File: src/rtl/multi_digit_disp.sv
// multi_digit_disp: serial double-dabble binary-to-BCD converter driving DIGITS active-low seven-segment digits
module multi_digit_disp #(
  parameter int WIDTH    = 8,
  parameter int DIGITS   = 3,
  parameter int BLANK_LZ = 1
) (
  input  logic                  clk,
  input  logic                  reset_n,
  input  logic [WIDTH-1:0]      value_in,
  input  logic                  load,
  output logic                  busy,
  output logic                  done,
  output logic                  overflow,
  output logic [7*DIGITS-1:0]   seg_out
);
  localparam int BW = 4 * DIGITS;
  localparam int CW = $clog2(WIDTH + 1);
  localparam int unsigned LIM = 10 ** DIGITS;
  localparam bit CAN_OVF = (64'd1 << WIDTH) > 64'(LIM);
  localparam logic [6:0] BLANK = 7'b1111111;
  localparam logic [6:0] DASH  = 7'b0111111;
  localparam logic [6:0] SEG [10] = '{7'b1000000, 7'b1111001, 7'b0100100, 7'b0110000, 7'b0011001,
                                      7'b0010010, 7'b0000010, 7'b1111000, 7'b0000000, 7'b0010000};
  typedef enum logic [1:0] {IDLE, CONVERT, UPDATE} state_t;
  state_t state, state_n;
  logic [WIDTH-1:0] bin;
  logic [BW-1:0] bcd, adj;
  logic [BW+WIDTH-1:0] sh;
  logic [CW-1:0] cnt;
  logic ovf_q, lead;
  logic [7*DIGITS-1:0] seg_n;
  assign busy = state != IDLE;
  always_ff @(posedge clk or negedge reset_n)
    if (!reset_n) state <= IDLE;
    else state <= state_n;
  always_comb begin
    state_n = state == IDLE    ? (load ? CONVERT : IDLE) :
              state == CONVERT ? (cnt == CW'(WIDTH - 1) ? UPDATE : CONVERT) : IDLE;
  end
  // one double-dabble step: correct every nibble, then shift the whole {bcd,bin} left
  always_comb begin
    adj = bcd;
    for (int k = 0; k < DIGITS; k++)
      adj[4*k+:4] = bcd[4*k+:4] >= 4'd5 ? bcd[4*k+:4] + 4'd3 : bcd[4*k+:4];
    sh = {adj, bin} << 1;
  end
  // lead stays high while every digit from the top down to k is zero
  always_comb begin
    lead = 1'b1;
    seg_n = '0;
    for (int k = DIGITS - 1; k >= 0; k--) begin
      lead = lead & (bcd[4*k+:4] == 4'd0);
      seg_n[7*k+:7] = ovf_q ? DASH :
                      (BLANK_LZ != 0 && lead && k != 0) ? BLANK :
                      bcd[4*k+:4] > 4'd9 ? BLANK : SEG[bcd[4*k+:4]];
    end
  end
  always_ff @(posedge clk or negedge reset_n)
    if (!reset_n) begin
      bin      <= '0;
      bcd      <= '0;
      cnt      <= '0;
      ovf_q    <= 1'b0;
      overflow <= 1'b0;
      done     <= 1'b0;
      seg_out  <= '1;
    end else begin
      done <= state == UPDATE;
      if (state == IDLE && load) begin
        bin   <= value_in;
        bcd   <= '0;
        cnt   <= '0;
        ovf_q <= CAN_OVF && (32'(value_in) >= LIM);
      end else if (state == CONVERT) begin
        bcd <= sh[BW+WIDTH-1:WIDTH];
        bin <= sh[WIDTH-1:0];
        cnt <= cnt + 1'b1;
      end
      if (state == UPDATE) begin
        seg_out  <= seg_n;
        overflow <= ovf_q;
      end
    end
endmodule

File: config.mk
export PLATFORM = sky130hd
export DESIGN_NAME = multi_digit_disp
export DESIGN_NICKNAME = d
export VERILOG_FILES = /design/src/rtl/multi_digit_disp.sv
export SDC_FILE = /design/constraint.sdc
export NUM_CORES = 1
export LEC_CHECK = 0
export CAP_MARGIN = 40
export CORE_ASPECT_RATIO = 1.5
export CORE_MARGIN = 2
export CORE_UTILIZATION = 40
export CTS_CLUSTER_SIZE = 16
export DETAILED_ROUTE_END_ITERATION = 7
export PLACE_DENSITY = 0.61
export SLEW_MARGIN = 5
export SYNTH_ARGS = -nofsm -noshare
export SYNTH_HDL_FRONTEND = slang
export SYNTH_SLANG_ARGS = --single-unit
File: constraint.sdc
create_clock -name clk -period 4.4 [get_ports clk]
set_clock_uncertainty 0.1 [all_clocks]
set_input_delay 0.88 -clock clk [delete_from_list [all_inputs] [get_ports clk]]
set_output_delay 0.88 -clock clk [all_outputs]
set_load 0.05 [all_outputs]
==> flow_metrics.tcl <==
set metrics [dict create \
    syn_nets 294 \
    power_density_nw_per_um2 778.2 \
    min_period_ns 2.903 \
    grt_pass1_vias 1939 \
    cts_max_path_buffers 2 \
    syn-cell-area_sq_um 2625 \
    synthTopCellsByCount "a21oi_1, dfrtp_1, o21ai_0" \
    hold_class "reg -> reg" \
    clock.fmax_mhz 344.5 \
    crit_type "reg -> out" \
    routed_via_density 5.312 \
    cap_violations 0 \
    drtAntennaViolNets 0 \
    antenna_found_initial 0 \
    hpwl_um 3479 \
    pwr-share-seq_pct 36.6 \
    synth_area_leaders "dfrtp_1, dfstp_2, ha_1, a21oi_1, o21ai_0" \
    ff2ff_setup_slack_ns 2.51 \
    syn_inst 267 \
    coreArea_sq_um 6441 \
    final-hold-violation-count 0 \
    sw_frac_of_total_pct 44.97 \
    io_buffers 33 \
    yosysWarnings 0 \
    grt_usage_pct 15.25 \
    start_util_pct 40.75 \
    cts_hold_buf 0 \
    dp_cells 364 \
    p_sw_w 0.001080 \
    vias 1976 \
    final_area_sq_um 3085 \
    synth_top_area_cell "dfrtp_1" \
    io_pins 35 \
    post_cts_resized 0 \
    synthFlopType "dfrtp_1" \
    place_congestion 0.7880 \
    grt_start_max_net_pins 49 \
    synth_edf_count 0 \
    cp.arrival_ns 1.92 \
    reg2reg_depth 5 \
    drt-total-wl_um 4999 \
    cts_buffers 5 \
    postCtsSetupRepairBufs 0 \
    route.detailed.drc 0 \
    hold_path_end "seg_out[7]" \
    die_y_um 103.2 \
    clk_latency_ns 0.30 \
    startpoint_type "flop" \
    fin_crit_sh_pct 65.98 \
    root_buffer "clkbuf_8" \
    timing.rr.end "seg_out[1]" \
    final-instance-count-excl-fill 372 \
    reg2reg_from "state[0]" \
    fp-row-count 36 \
    clkPwrFrac_pct 12.2 \
    postSynthRegisterBits 48 \
    final_layout_size_suffix_gt1_share_pct 13.85 \
    cp-end-kind "output port" \
    drtPass1Iterations 4 \
    grt_pass1_wl_um 9018 \
    area_growth_pct 17.54 \
    slew_headroom_pct 59.91 \
    path_clk_slew_ns 0.09 \
    grt-ovfl-total 0 \
    final_nets 322 \
    antenna_cells 0 \
    peakVddDrop_v 0.0003251 \
    drtIter0Drc 129 \
    wl_per_cell_um 13.44 \
    die_w_um 70.15 \
    p_comb_share_pct 51.2 \
    slew_viol_final 0 \
    synthArstFlopShare_pct 100.0 \
    worstPathMaxFanout 15 \
    dieArea_sq_um 7240 \
    p_leak_nw 1.250 \
    place_area_sq_um 2983 \
    status "finished clean" \
    cts.sinks 48 \
    setup_viol 0 \
    tritoncts "yes" \
    ys_types 43 \
    min-delay-start "seg_out[7]" \
    hold_depth 2 \
    tightest_slew_ns 0.6014 \
    htreeDepth 2 \
    yosys.area.top_type_share_pct 25.74 \
    syn_area_per_cell_sq_um 9.832 \
    synth_most_common_cell "a21oi_1" \
    p_int_w 0.001321 \
    required_ns 3.42 \
    tns_ns 0 \
    grt_setup_unrepaired "false" \
    seq_area_frac_synth_pct 46.76 \
]
worst max path at each step:
stage               depth (start not counted)     start      to  slack [ns]
floorplan                                   2  state[1]    busy        2.45
detailed placement                          5      load  cnt[2]        1.64
finish                                      2  state[1]    busy        1.50
global route                                2  state[0]    busy        1.41
global placement                            4      load  bcd[2]        1.65
CTS                                         2  state[1]    busy        1.47
layer usage:
metal / wire length (um) / up-vias / track usage (%)
li1: - / 999 / -
met1: 2306 / 931 / 19.17
met2: 2460 / 40 / 27.11
met3: 163 / 6 / 2.326
met4: 69 / 0 / 4.882
met5: 0 / - / 0
registers in the layout, indices dropped and copies added, names as in the netlist:
signal / cells
seg_out: 21
bcd: 12
bin: 8
cnt: 4
state: 2
done: 1
metrics by stage:
step           hold slack, ns  total power, W  setup slack (ns)  utilization [%]
6_report               0.3590        0.002401             1.497            47.90
5_1_grt                0.3912        0.002609             1.410            47.90
4_1_cts                0.3645        0.002428             1.472            47.90
3_5_place_dp           0.3492        0.002128             1.637            46.31
3_3_place_gp           0.3451        0.002102             1.652            46.19
2_1_floorplan          0.3500        0.001820             2.445                -
cells by family after synthesis:
family	after synthesis	share of synthesized area (%)
AO/OA/AOI/OAI	99	25.02
other	1	0.1429
adder cells (fa/ha/maj)	16	7.626
flip-flops	48	46.76
buffers and inverters	26	4.814
AND/OR/NAND/NOR	72	13.97
XOR/XNOR	5	1.668
power by group through the flow:
| stage | Sequential [W] | Combinational, W | Clock (W) |
|---|---|---|---|
| floorplan | 0.00105 | 0.000770 | 0 |
| global placement | 0.000882 | 0.00122 | 0 |
| detailed placement | 0.000889 | 0.00124 | 0 |
| CTS | 0.000881 | 0.00124 | 0.000305 |
| global route | 0.000914 | 0.00137 | 0.000325 |
| finish | 0.000878 | 0.00123 | 0.000293 |
worst max-delay path, stage by stage (launching register included):
cell             delay [ns]
dfrtp_1                0.64
or2_2                  0.19
clkdlybuf4s50_1        0.79
layout make-up:
class	instances	area, sq um
Timing Repair Buffer	36	347.8
Multi-Input combinational cell	193	1271
Tap cell	76	95.09
Clock inverter	1	5.005
Fill cell	633	3356
Clock buffer	7	97.59
Inverter	11	41.29
Sequential cell	48	1227
cells in the final DEF, fill, tap and decap left out, types with 2 or more instances in the layout:
cell,synthesis,final
clkdlybuf4s50_1,0,32
ha_1,16,16
o22a_1,13,13
o311ai_0,4,4
a22o_1,3,3
nor2_1,13,13
o21bai_1,3,3
buf_4,3,3
xnor2_1,5,5
nand3b_1,3,3
nand2_1,23,23
dfstp_2,21,21
inv_1,10,10
a21oi_1,30,30
nand3_1,5,5
nor2b_1,10,10
o211ai_1,2,2
o21ai_1,2,2
a22oi_1,7,7
clkbuf_8,0,5
o21ai_0,24,24
nand2b_1,7,7
o31ai_1,4,4
dfrtp_1,27,27
nor3_1,3,3
No activity file was read; power rests on OpenSTA's default activity.
